===== config.mk =====
export PLATFORM = sky130hd
export DESIGN_NAME = pipe_elastic_reg
export DESIGN_NICKNAME = d
export VERILOG_FILES = /design/src/rtl/pipe_elastic_reg.sv
export SDC_FILE = /design/constraint.sdc
export NUM_CORES = 1
export LEC_CHECK = 0
export BUFFER_PORTS_ARGS = -buffer_cell sky130_fd_sc_hd__buf_2
export CAP_MARGIN = 40
export CELL_PAD_IN_SITES_DETAIL_PLACEMENT = 0
export CELL_PAD_IN_SITES_GLOBAL_PLACEMENT = 2
export CORE_UTILIZATION = 36
export CTS_BUF_LIST = sky130_fd_sc_hd__clkbuf_16
export DETAILED_ROUTE_END_ITERATION = 8
export GPL_ROUTABILITY_DRIVEN = 0
export PLACE_DENSITY = 0.81
export SYNTH_ARGS = -nofsm -noshare
export SYNTH_HDL_FRONTEND = slang
export SYNTH_SLANG_ARGS = --single-unit
export TNS_END_PERCENT = 100

===== constraint.sdc =====
create_clock -name clk -period 2.37 [get_ports clk]
set_input_delay 0.474 -clock clk [delete_from_list [all_inputs] [get_ports clk]]
set_output_delay 0.474 -clock clk [all_outputs]
set_load 0.005 [all_outputs]

===== src/rtl/pipe_elastic_reg.sv =====
// Multi-stage elastic pipeline register: per-stage main+skid storage with
// registered valid/ready, synchronous flush and an occupancy count.
module pipe_elastic_reg #(
  parameter int unsigned      WIDTH     = 8,
  parameter int unsigned      STAGES    = 2,
  parameter logic [WIDTH-1:0] RESET_VAL = {WIDTH{1'b0}},
  localparam int unsigned     CW        = $clog2(2*STAGES+1)
) (
  input  logic             clk,
  input  logic             reset,
  input  logic             flush,
  input  logic             in_valid,
  output logic             in_ready,
  input  logic [WIDTH-1:0] in_data,
  output logic             out_valid,
  input  logic             out_ready,
  output logic [WIDTH-1:0] out_data,
  output logic [CW-1:0]    count
);

  // Encoding puts ready in bit 1 and valid in bit 0, so both handshake
  // outputs of every stage come straight off a flop.
  localparam logic [1:0] ST_EMPTY = 2'b10;
  localparam logic [1:0] ST_ONE   = 2'b11;
  localparam logic [1:0] ST_TWO   = 2'b01;

  logic [STAGES-1:0] w_valid;
  logic [STAGES-1:0] w_ready;
  logic [STAGES-1:0] w_full;
  logic [WIDTH-1:0]  w_main [STAGES];

  for (genvar k = 0; k < STAGES; k++) begin : g_stage
    logic [1:0]       r_state;
    logic [1:0]       w_state_nxt;
    logic [WIDTH-1:0] r_main;
    logic [WIDTH-1:0] r_skid;
    logic [WIDTH-1:0] w_main_nxt;
    logic [WIDTH-1:0] w_skid_nxt;
    logic             w_up_valid;
    logic [WIDTH-1:0] w_up_data;
    logic             w_dn_ready;
    logic             w_push;
    logic             w_pop;

    if (k == 0) begin : g_head
      assign w_up_valid = in_valid;
      assign w_up_data  = in_data;
    end else begin : g_link
      assign w_up_valid = w_valid[k-1];
      assign w_up_data  = w_main[k-1];
    end

    if (k == STAGES - 1) begin : g_tail
      assign w_dn_ready = out_ready;
    end else begin : g_next
      assign w_dn_ready = w_ready[k+1];
    end

    assign w_valid[k] = r_state[0];
    assign w_ready[k] = r_state[1];
    assign w_full[k]  = ~r_state[1];
    assign w_main[k]  = r_main;
    assign w_push     = w_up_valid & r_state[1];
    assign w_pop      = r_state[0] & w_dn_ready;

    // Next-state and data steering for this stage
    always_comb begin
      w_state_nxt = r_state;
      w_main_nxt  = r_main;
      w_skid_nxt  = r_skid;
      case (r_state)
        ST_EMPTY: begin
          if (w_push) begin
            w_state_nxt = ST_ONE;
            w_main_nxt  = w_up_data;
          end
        end
        ST_ONE: begin
          if (w_push && w_pop) begin
            w_main_nxt  = w_up_data;
          end else if (w_push) begin
            w_state_nxt = ST_TWO;
            w_skid_nxt  = w_up_data;
          end else if (w_pop) begin
            w_state_nxt = ST_EMPTY;
          end
        end
        ST_TWO: begin
          if (w_pop) begin
            w_state_nxt = ST_ONE;
            w_main_nxt  = r_skid;
          end
        end
        default: w_state_nxt = ST_EMPTY;
      endcase
      // Squash drops occupancy only; stored data is left untouched
      if (flush) begin
        w_state_nxt = ST_EMPTY;
        w_main_nxt  = r_main;
        w_skid_nxt  = r_skid;
      end
    end

    always_ff @(posedge clk) begin
      if (reset) begin
        r_state <= ST_EMPTY;
        r_main  <= RESET_VAL;
        r_skid  <= RESET_VAL;
      end else begin
        r_state <= w_state_nxt;
        r_main  <= w_main_nxt;
        r_skid  <= w_skid_nxt;
      end
    end
  end

  logic          w_fire_in;
  logic          w_fire_out;
  logic [CW-1:0] r_count;
  logic [CW-1:0] w_count_nxt;
  logic [CW-1:0] w_occ;

  assign w_fire_in  = in_valid & w_ready[0] & ~flush;
  assign w_fire_out = w_valid[STAGES-1] & out_ready & ~flush;

  // Occupancy tracks accepted minus delivered words
  always_comb begin
    w_count_nxt = r_count;
    if (flush) begin
      w_count_nxt = '0;
    end else if (w_fire_in && !w_fire_out) begin
      w_count_nxt = r_count + CW'(1);
    end else if (!w_fire_in && w_fire_out) begin
      w_count_nxt = r_count - CW'(1);
    end
  end

  always_ff @(posedge clk) begin
    if (reset) begin
      r_count <= '0;
    end else begin
      r_count <= w_count_nxt;
    end
  end

  assign in_ready  = w_ready[0];
  assign out_valid = w_valid[STAGES-1];
  assign out_data  = w_main[STAGES-1];
  assign count     = r_count;

  // The running count must always equal the words physically held
  assign w_occ = CW'($countones(w_valid)) + CW'($countones(w_full));

  a_count_matches_occupancy : assert property (
    @(posedge clk) disable iff (reset) r_count == w_occ
  );

endmodule


Word-level counts from Yosys, hierarchy flattened
Cells that the tools add are included.
- register bits after elaboration: 39
- bits in latches: 0
- RAM bits: 0
- ROM bits: 0
- bits of input ports: 13
- output and inout bits: 13
- logic and storage cells: 70
- memories: 0
- $add $sub $neg: 2
- multiply operators: 0
- divide/modulo/power cells: 0
- magnitude comparators: 0
- equal/unequal tests: 16
- shift-type cells: 0
- multiplexer cells: 21
- bitwise operators: 8
- reduce and logical (&&, ||, !) cells: 16
- operators with widths (operator ; count):
    8-bit 2-to-1 mux ; 6
    8-bit case mux with 3 select lines ; 2
    2-bit 2-to-1 mux ; 9
    2-bit inequality test, second input constant ; 8
    4-bit AND reduction ; 4
    2-bit case mux with 3 select lines ; 2
    5-bit AND reduction ; 2
    2-bit equality test, second input constant ; 4
    3-bit 2-to-1 mux ; 2
    3-bit inequality test, second input constant ; 2
    3-bit nonzero test ; 2
    1-bit bitwise AND ; 5
    2-bit by 1-bit equality test with 1-bit output, second input constant ; 2
    1-bit logical AND ; 4
    3-bit by 1-bit adder with 3-bit output, second input constant ; 1
    1-bit NOT ; 3
    3-bit by 1-bit subtractor with 3-bit output, second input constant ; 1
    1-bit zero test ; 2
    2-bit nonzero test ; 1
    2-bit OR reduction ; 1

Logic depth before layout (Yosys ltp)
Gate-level depths: netlist of run 1.
- word-level depth: 6
- depth in mapped cells: 8
- depth with buffers taken out: 8

Worst setup path after synthesis of run 1
No wires, ideal clock.
- kind: flip-flop to flip-flop
- from: reg g_stage[1].r_state[1]
- to: reg g_stage[1].r_main[6], in the netlist out_data[6]
- library setup time: 0.079 ns
- data arrival time: 1.912 ns
- data required time: 2.291 ns
- slack: 0.379 ns
- cell stages (with the launch flop): 8
- buffers on the path: 1
- period minus slack after synthesis: 1.991 ns
- path through: dfxtp_1 > inv_1 > ha_1 > or2_2 > a2111oi_4 > buf_6 > nor2_1 > a211oi_2
- longest elaborated chain between the ends: 4
- elaborated cells between the ends (all ways): 11
- those cells by class: eq/ne: 6; mux: 1; bitwise: 1; reduce/logical: 3
- RTL lines (what ; RTL line ; RTL):
    start: declaration ; 33 ; logic [1:0] r_state;
    start signal: assignment ; 110 ; r_state <= w_state_nxt;
    1-bit bitwise AND ; 63 ; assign w_push = w_up_valid & r_state[1];
    1-bit logical AND ; 79 ; if (w_push && w_pop) begin
    2-bit inequality test (no line) ; - ;
    5-bit AND reduction (no line) ; - ;
    end signal: assignment ; 111 ; r_main <= w_main_nxt;
    end: declaration ; 35 ; logic [WIDTH-1:0] r_main;
Several ways; a longest one is shown, not always the timed one.
A chain may end at the register's enable or synchronous reset.

Worst setup path in the final report of run 1
- from: reg g_stage[1].r_state[0]
- to: reg g_stage[1].r_main[2], in the netlist out_data[2]
- longest elaborated chain between the ends: 4
- elaborated cells between the ends (all ways): 11
- those cells by class: eq/ne: 6; mux: 1; bitwise: 1; reduce/logical: 3
- RTL lines (what ; RTL line ; RTL):
    1-bit bitwise AND ; 64 ; assign w_pop = r_state[0] & w_dn_ready;
    1-bit logical AND ; 79 ;
    2-bit inequality test (no line) ; - ;
    5-bit AND reduction (no line) ; - ;
Several ways; a longest one is shown, not always the timed one.

==> results of run 1 <==
[stage by stage]
stage | area (sq um) | cells
2_1_floorplan | 1930 | 196
3_3_place_gp | 2140 | 289
3_5_place_dp | 2140 | 289
4_1_cts | 2280 | 297
5_1_grt | 2280 | 297
6_report | 2280 | 297
[layout make-up]
cell class	instances	area, sq um
clock buffer	5	125
inverter	5	18.8
clock inverter	3	12.5
sequential	39	781
tap	70	87.6
multi-input combinational	143	1080
fill	526	2860
timing repair buffer	32	178
[sequential cells by signal, summed over array words and instances, names as in the netlist]
register         flops
g_stage.r_skid      16
g_stage.r_main       8
out_data             8
g_stage.r_state      4
count                3
[cells in the mapped netlist (4+ instances only)]
cell and n:
o21ai_0 4, a211oi_1 14, a21oi_1 7, or2_2 4, a211oi_2 4, inv_1 5, nand2_1 4, nor2_1 40
ha_1 9, dfxtp_1 39, clkbuf_1 6, mux2i_1 33
[routing by layer]
| layer | routed length (microns) | track usage [%] | vias to the layer above |
|---|---|---|---|
| li1 | - | - | 762 |
| met1 | 2020 | 21.2 | 625 |
| met2 | 1370 | 18.4 | 30 |
| met3 | 159 | 3.75 | 7 |
| met4 | 55 | 4.94 | 0 |
| met5 | 0 | 0 | - |
[cells by family (layout without fill, tap and decap cells)]
kind of cell,Yosys count,in the layout,synth area share (%)
AO/OA/AOI/OAI,39,39,16.9
AND/OR/NAND/NOR,57,57,13.2
buffers and inverters,14,45,3.57
adder cells (fa/ha/maj),10,10,6.87
XOR/XNOR,4,4,1.82
multiplexers,33,33,17.1
flip-flops,39,39,40.5
[critical path, delay by kind of cell (launching register included)]
kind,cells,cell delay [ns]
AO/OA/AOI/OAI,2,0.51
flip-flops,1,0.45
AND/OR/NAND/NOR,2,0.39
buffers and inverters,2,0.36
adder cells (fa/ha/maj),1,0.23
[final timing paths]
path / endpoint / slack (ns)
setup / recovery: out_data[2] / 0.33
setup reg to reg: out_data[2] / 0.33
hold reg to reg: g_stage[0].r_skid[6] / 0.49
hold / removal: g_stage[0].r_skid[6] / 0.44
[power by group through the flow]
stage	sequential (mW)	combinational, mW	clock, mW
after global routing	0.715	0.210	0.660
after floorplan	0.721	0.137	0
after detailed placement	0.725	0.187	0
after CTS	0.711	0.187	0.641
after global placement	0.725	0.187	0
final	0.710	0.185	0.620
==> flow_metrics.py, run 1 <==
metrics = {
    "status": {
        "status": "finished, final reports clean",
    },
    "timing": {
        "fin_ws_ns": 0.332,
        "rsz0062_at_grt": "no",
        "setup_viol": 0,
        "period_minus_slack_ns": 2.04,
        "tns_ns": 0,
        "relSlewSlack_pct": 56.1,
        "finalClockSkew_ns": 0.00250,
        "fin_crit_sh_pct": 86.0,
        "drv_slew": 0,
        "fin_hold_ws_ns": 0.441,
        "max_freq_mhz": 491,
        "hold_violations": 0,
        "tightest_slew_ns": 0.659,
    },
    "synth": {
        "seq_area_frac_synth_pct": 40.5,
        "ys.warnings.count": 0,
        "synth_top_area_cell": "dfxtp_1",
        "avgSynthCellArea_sq_um": 9.84,
        "synth_seq_cells": 39,
        "synth_nets": 219,
        "yosys.cell_types.count": 32,
        "synth_top_area_share_pct": 40.5,
        "synth-main-ff-cell": "dfxtp_1",
        "netlist_area_sq_um": 1930,
        "netlist_top_cells_area": "dfxtp_1, mux2i_1, nor2_1",
        "synth-edff-count": 0,
        "syn_inst": 196,
        "async_flop_share_pct": 0,
    },
    "placed_design": {
        "portBuffers": 25,
        "place_ws_ns": 0.235,
        "hpwl_mm": 2.60,
    },
    "hold_path": {
        "min_from": "in_data[6]",
        "holdCritPathClass": "in2reg",
        "holdPathStages": 3,
    },
    "worst_setup_path": {
        "crit_arrival_ns": 2.23,
        "cp_slowest_cell": "dfxtp_1",
        "critical_path_required_ns": 2.56,
        "r2r.worst_path.cells": 7,
        "end_kind": "register",
        "crit_path_start_kind": "register",
        "path_class": "reg2reg",
        "worst-path-max-fanout": 16,
        "startpoint": "g_stage[1].r_state[0]",
        "slowest_delay_ns": 0.45,
        "timing.rr.start": "g_stage[1].r_state[0]",
        "crit_chain": "inv_1, ha_1, or2_2, a2111oi_4, buf_4, nor2_1, a211oi_1",
    },
    "power_and_ir_drop": {
        "switching_share_pct": 24.1,
        "p_int_mw": 1.15,
        "combPwrFrac_pct": 12.2,
        "switching_power_mw": 0.365,
        "peakVddDrop_v": 0.000408,
        "total_power_mw": 1.52,
        "power.share.clock_pct": 40.9,
        "powerDensity_nw_per_um2": 664,
        "p_seq_share_pct": 46.9,
        "power_leakage_nw": 1.01,
    },
    "detailed_routing": {
        "drtIter0Drc": 76,
        "dr.pass1.iters": 4,
        "wl_per_cell_microns": 12.1,
        "ant_nets": 0,
        "viasPerCell": 4.79,
        "wirelength_mm": 3.61,
        "drc_errors": 0,
        "vias": 1424,
    },
    "clock_tree": {
        "numCtsBuffers": 5,
        "numClockSinks": 39,
        "cts_htree_levels": 2,
        "cts_max_path_buffers": 2,
        "clk_latency_ns": 0.28,
        "cts_setup_buffers": 0,
        "cts_resized": 0,
        "clkTransAtPathRegs_ns": 0.05,
        "cts_tree": "built",
        "postCtsHoldBufs": 0,
        "root_buffer": "clkbuf_16",
    },
    "floorplanning": {
        "row_count": 26,
        "start_util_pct": 37.5,
        "die_y_microns": 75.2,
        "ios": 26,
        "core_region_area_sq_um": 5140,
        "die_w_microns": 75.2,
        "die-area_sq_um": 5660,
    },
    "global_routing": {
        "grt.total_usage_pct": 13.9,
        "grt-ovfl-total": 0,
        "grt_max_degree": 35,
        "grt_pass1_vias": 1225,
        "antenna_found_initial": 0,
        "grt_pass1_wl_mm": 5.87,
    },
    "job": {
        "cap_violations": 0,
    },
    "cells_and_area": {
        "final_nets": 249,
        "layout-drive-gt1-share_pct": 22.0,
        "antenna-diode-count": 0,
        "layout_common_cells": "nor2_1, dfxtp_1, mux2i_1",
        "synthToLayoutAreaGrowth_pct": 18.3,
        "post-route-util_pct": 44.4,
        "layout_commonest_cell": "nor2_1",
    },
}
(Power assumes the default switching activity.)
==> inputs of run 2 (changes only) <==
--- a/config.mk
+++ b/config.mk
@@ -9,6 +9,7 @@
 export CAP_MARGIN = 40
 export CELL_PAD_IN_SITES_DETAIL_PLACEMENT = 0
 export CELL_PAD_IN_SITES_GLOBAL_PLACEMENT = 2
+export CORE_MARGIN = 5
 export CORE_UTILIZATION = 36
 export CTS_BUF_LIST = sky130_fd_sc_hd__clkbuf_16
 export DETAILED_ROUTE_END_ITERATION = 8
==> flow_metrics.py, run 2 (synthesized netlist as in run 1, its figures left out) <==
metrics = {
    "status": {
        "status": "finished, final reports clean",
    },
    "cells_and_area": {
        "multi_input_area_sq_um": 1080,
        "layout_commonest_cell": "nor2_1",
        "layout_common_cells": "nor2_1, dfxtp_1, mux2i_1",
        "synthToLayoutAreaGrowth_pct": 19.0,
        "post-route-util_pct": 44.4,
        "final_nets": 251,
        "final_cells": 299,
        "layout-drive-gt1-share_pct": 22.3,
        "antenna-diode-count": 0,
        "regMostFlops": "g_stage.r_skid",
        "largest_reg_flops": 16,
        "fill_cells": 507,
        "seq_area_sq_um": 781,
    },
    "clock_tree": {
        "cts_max_path_buffers": 2,
        "numClockSinks": 39,
        "cts_tree": "built",
        "clk_latency_ns": 0.27,
        "numCtsBuffers": 5,
        "postCtsHoldBufs": 0,
        "cts_resized": 0,
        "cts_setup_buffers": 0,
        "root_buffer": "clkbuf_16",
        "cts_htree_levels": 2,
        "clkTransAtPathRegs_ns": 0.05,
    },
    "floorplanning": {
        "row_count": 26,
        "die-area_sq_um": 6920,
        "core_region_area_sq_um": 5170,
        "die_w_microns": 83.2,
        "ios": 26,
        "start_util_pct": 37.3,
        "die_y_microns": 83.2,
    },
    "worst_setup_path": {
        "timing.rr.start": "g_stage[1].r_state[0]",
        "r2r_setup_slack_ns": 0.31,
        "crit_path_start_kind": "register",
        "r2r.worst_path.cells": 7,
        "worst-path-max-fanout": 16,
        "startpoint": "g_stage[1].r_state[0]",
        "end_kind": "register",
        "critical_path_required_ns": 2.56,
        "r2r-end": "out_data[0]",
        "path_class": "reg2reg",
        "critPathCapture": "out_data[0]",
        "crit_arrival_ns": 2.25,
    },
    "detailed_routing": {
        "drc_errors": 0,
        "ant_nets": 0,
        "wl_per_cell_microns": 12.3,
        "vias": 1412,
        "drtIter0Drc": 55,
        "viasPerCell": 4.72,
        "dr.pass1.iters": 4,
        "wirelength_mm": 3.67,
    },
    "global_routing": {
        "grt_pass1_wl_mm": 6.39,
        "grt-ovfl-total": 0,
        "grt_pass1_vias": 1320,
        "antenna_found_initial": 0,
        "grt.total_usage_pct": 11.0,
        "grt_max_degree": 20,
    },
    "power_and_ir_drop": {
        "p_int_mw": 1.15,
        "p_seq_share_pct": 46.7,
        "power_leakage_nw": 1.01,
        "switching_share_pct": 24.0,
        "power.share.clock_pct": 40.7,
        "powerDensity_nw_per_um2": 661,
        "combPwrFrac_pct": 12.6,
        "peakVddDrop_v": 0.000326,
        "switching_power_mw": 0.365,
        "total_power_mw": 1.52,
    },
    "placed_design": {
        "portBuffers": 25,
        "post-place-cells": 291,
        "hpwl_mm": 2.76,
    },
    "timing": {
        "period_minus_slack_ns": 2.06,
        "tightest_slew_ns": 0.459,
        "setup_viol": 0,
        "hold_violations": 0,
        "tns_ns": 0,
        "max_freq_mhz": 485,
        "fin_crit_sh_pct": 87.1,
        "fin_hold_ws_ns": 0.448,
        "drv_slew": 0,
        "rsz0062_at_grt": "no",
        "finalClockSkew_ns": 0.00256,
        "relSlewSlack_pct": 69.3,
    },
    "hold_path": {
        "holdCritPathClass": "in2reg",
    },
    "job": {
        "cap_violations": 0,
    },
}
[run 2: changes by cell type in the layout (fill, tap and decap cells not counted)]
cell	delta
clkinv_1	+2
clkinv_2	-1
inv_1	-1
buf_4	+2
[run 2: power by group through the flow]
| stage | combinational (mW) | clock [mW] | sequential [mW] |
|---|---|---|---|
| final | 0.192 | 0.617 | 0.708 |
| after global routing | 0.216 | 0.662 | 0.714 |
| after CTS | 0.195 | 0.636 | 0.709 |
| after detailed placement | 0.194 | 0 | 0.723 |
| after global placement | 0.196 | 0 | 0.722 |
| after floorplan | 0.137 | 0 | 0.721 |
[run 2: how the worst min path moves through the flow]
stage	slack (ns)	cells past startpoint	startpoint	end
CTS	0.44	3	in_data[4]	g_stage[0].r_skid[4]
global route	0.45	3	in_data[4]	g_stage[0].r_skid[4]
global placement	0.47	2	g_stage[1].r_skid[5]	g_stage[1].r_skid[5]
finish	0.45	3	in_data[4]	g_stage[0].r_skid[4]
floorplan	0.46	2	g_stage[0].r_skid[0]	g_stage[0].r_skid[0]
detailed placement	0.48	2	g_stage[1].r_skid[1]	g_stage[1].r_skid[1]
[run 2: cell type report]
| type | count | area share, % |
|---|---|---|
| inverter | 5 | 0.817 |
| clock inverter | 3 | 0.490 |
| multi-input combinational | 143 | 47.0 |
| sequential | 39 | 34.0 |
| timing repair buffer | 34 | 8.39 |
| clock buffer | 5 | 5.45 |
| tap | 70 | 3.81 |
[run 2: through the flow]
step           cell area (sq um)  setup slack (ns)
2_1_floorplan               1930             0.379
3_3_place_gp                2160             0.254
3_5_place_dp                2160             0.218
4_1_cts                     2300             0.304
5_1_grt                     2300             0.195
6_report                    2300             0.307
[run 2: worst max-delay path, cell delays in order, from the launching register on]
cell       delay, ns
dfxtp_1         0.47
inv_1           0.10
ha_1            0.24
or2_2           0.33
a2111oi_4       0.31
buf_4           0.26
nor2_1          0.06
a211oi_1        0.20
[run 2: metal layers]
layer  part of all wire, %  wire (microns)  vias to the layer above  global-route usage [%]
met1                    53            1950                      625                    15.4
met4                     0               0                        0                    2.67
li1                      -               -                      765                       -
met2                    42            1550                       22                    16.1
met3                   4.7             172                        0                    3.66
met5                     0               0                        -                       0
==> inputs of run 3 (changes only) <==
--- a/config.mk
+++ b/config.mk
@@ -10,11 +10,11 @@
 export CELL_PAD_IN_SITES_DETAIL_PLACEMENT = 0
 export CELL_PAD_IN_SITES_GLOBAL_PLACEMENT = 2
 export CORE_MARGIN = 5
-export CORE_UTILIZATION = 36
+export CORE_UTILIZATION = 32
 export CTS_BUF_LIST = sky130_fd_sc_hd__clkbuf_16
 export DETAILED_ROUTE_END_ITERATION = 8
 export GPL_ROUTABILITY_DRIVEN = 0
-export PLACE_DENSITY = 0.81
+export PLACE_DENSITY_LB_ADDON = 0.08
 export SYNTH_ARGS = -nofsm -noshare
 export SYNTH_HDL_FRONTEND = slang
 export SYNTH_SLANG_ARGS = --single-unit
==> constraint.sdc (replaced) <==
create_clock -name clk -period 1.7 [get_ports clk]
set_input_delay 0.34 -clock clk [delete_from_list [all_inputs] [get_ports clk]]
set_output_delay 0.34 -clock clk [all_outputs]
set_load 0.005 [all_outputs]
==> flow_metrics.py, run 3 (synthesized netlist as in run 1, its figures left out) <==
metrics = {
    "clock_tree": {
        "cts_max_path_buffers": 2,
        "clk_latency_ns": 0.28,
        "clkTransAtPathRegs_ns": 0.06,
        "numClockSinks": 39,
        "cts_tree": "built",
        "root_buffer": "clkbuf_16",
        "numCtsBuffers": 5,
        "cts_htree_levels": 2,
    },
    "worst_setup_path": {
        "crit_chain": "inv_4, ha_4, or2_4, a2111oi_4, clkbuf_16, buf_8, buf_6, a211oi_2",
        "timing.rr.start": "g_stage[0].r_state[1]",
        "end_kind": "register",
        "crit_path_start_kind": "register",
        "path_class": "reg2reg",
        "slowest_delay_ns": 0.39,
        "cp_slowest_cell": "dfxtp_4",
        "worst-path-max-fanout": 7,
        "critical_path_required_ns": 1.85,
        "crit_arrival_ns": 1.94,
        "path_delay_family": "buffers and inverters",
        "r2r.worst_path.cells": 8,
        "r2r_setup_slack_ns": -0.09,
        "r2r-end": "g_stage[0].r_main[3]",
        "worst-path-buf-inv": 4,
    },
    "detailed_routing": {
        "viasPerCell": 4.73,
        "drc_errors": 0,
        "wl_per_cell_microns": 12.9,
        "wirelength_mm": 4.28,
        "drtIter0Drc": 45,
        "vias": 1571,
        "ant_nets": 0,
        "dr.pass1.iters": 6,
    },
    "global_routing": {
        "grt_pass1_wl_mm": 7.03,
        "grt.total_usage_pct": 11.6,
        "grt-ovfl-total": 0,
        "grt_pass1_vias": 1563,
        "antenna_found_initial": 0,
        "grt_max_degree": 34,
    },
    "cells_and_area": {
        "synthToLayoutAreaGrowth_pct": 39.7,
        "largest_reg_flops": 16,
        "post-route-util_pct": 45.8,
        "regMostFlops": "g_stage.r_skid",
        "final_nets": 279,
        "antenna-diode-count": 0,
        "layout-drive-gt1-share_pct": 40.1,
        "layout_common_cells": "nor2_1, dfxtp_1, mux2i_1",
    },
    "timing": {
        "tightest_slew_ns": 0.421,
        "period_minus_slack_ns": 1.79,
        "max_freq_mhz": 560,
        "finalClockSkew_ns": 0.00327,
        "rsz0062_at_grt": "yes",
        "fin_ws_ns": -0.0855,
        "setup_viol": 10,
        "hold_violations": 0,
        "fin_crit_sh_pct": 105,
        "drv_slew": 0,
        "relSlewSlack_pct": 71.7,
    },
    "power_and_ir_drop": {
        "peakVddDrop_v": 0.000390,
        "powerDensity_nw_per_um2": 836,
        "power_leakage_nw": 1.19,
    },
    "floorplanning": {
        "start_util_pct": 32.8,
        "die-area_sq_um": 7680,
        "die_w_microns": 87.7,
        "die_y_microns": 87.7,
        "core_region_area_sq_um": 5890,
        "row_count": 28,
        "ios": 26,
    },
    "status": {
        "violations": "setup timing",
        "status": "finished, violations left",
    },
    "hold_path": {
        "holdPathStages": 3,
        "min_from": "in_data[7]",
        "holdPathEnd": "g_stage[0].r_skid[7]",
        "holdCritPathClass": "in2reg",
    },
    "placed_design": {
        "place_ws_ns": -0.234,
        "portBuffers": 25,
        "hpwl_mm": 3.19,
    },
    "job": {
        "cap_violations": 0,
    },
}
-- run 3: cell count changes in the layout (fill, tap and decap cells not counted), moves of 3 or more --
cell	previous run	this run
buf_4	9	31
inv_4	0	3
ha_1	9	5
inv_1	6	2
dfxtp_4	0	4
ha_4	0	3
nor2_4	0	3
or2_4	0	3
dfxtp_1	39	35
nor2_1	40	35
or2_2	4	1
-- run 3: power by group --
| part | leakage, nW | total [mW] | internal [mW] | switching (mW) |
|---|---|---|---|---|
| sequential | 0.318 | 0.989 | 0.954 | 0.0356 |
| combinational | 0.799 | 0.370 | 0.195 | 0.175 |
| clock | 0.0753 | 0.895 | 0.536 | 0.359 |
-- run 3: how the worst max path moves through the flow --
| stage | start | end | slack [ns] | depth (start not counted) |
|---|---|---|---|---|
| after floorplan | g_stage[1].r_state[1] | out_data[6] | -0.05 | 8 |
| after CTS | g_stage[0].r_state[1] | count[2] | -0.09 | 7 |
| after global routing | g_stage[0].r_state[1] | g_stage[0].r_main[0] | -0.15 | 8 |
| final | g_stage[0].r_state[1] | g_stage[0].r_main[3] | -0.09 | 8 |
| after global placement | flush | count[2] | -0.17 | 8 |
| after detailed placement | flush | count[2] | -0.23 | 8 |
-- run 3: layer usage --
| metal | track usage [%] | vias up | routed length (microns) |
|---|---|---|---|
| li1 | - | 819 | - |
| met1 | 14.7 | 724 | 2050 |
| met2 | 18.2 | 24 | 1960 |
| met3 | 4.14 | 4 | 213 |
| met4 | 4.04 | 0 | 52 |
| met5 | 0 | - | 0 |
-- run 3: timing repair --
item,in CTS,in global routing
gates resized for setup,1,15
pin swaps,1,8
hold buffers,0,0
setup buffers,4,11
setup endpoints to repair,9,20
-- run 3: stage by stage --
stage	hold slack [ns]	area (sq um)	cells	TNS, ns	power (mW)
final	0.304	2700	332	-0.467	2.25
after global routing	0.316	2700	332	-1.82	2.38
after CTS	0.301	2560	321	-0.549	2.25
after detailed placement	0.483	2390	309	-0.447	1.33
after global placement	0.474	2390	309	-0.292	1.32
after floorplan	0.450	2030	196	-0.241	1.21
-- run 3: worst reg2reg max path, delay by kind of cell, from the launching register on --
family	cells	cell delay, ns
compound gates	2	0.41
flops	1	0.39
simple gates	1	0.23
buf+inv	4	0.48
fa+ha+maj	1	0.15
-- run 3: layout make-up --
class / count / area, sq um
flip-flops and latches: 39 / 796
repair buffers: 62 / 460
clock buffers: 5 / 125
fillers: 573 / 3190
inverters: 5 / 23.8
multi-input cells: 143 / 1180
well taps: 75 / 93.8
clock inverters: 3 / 15.0
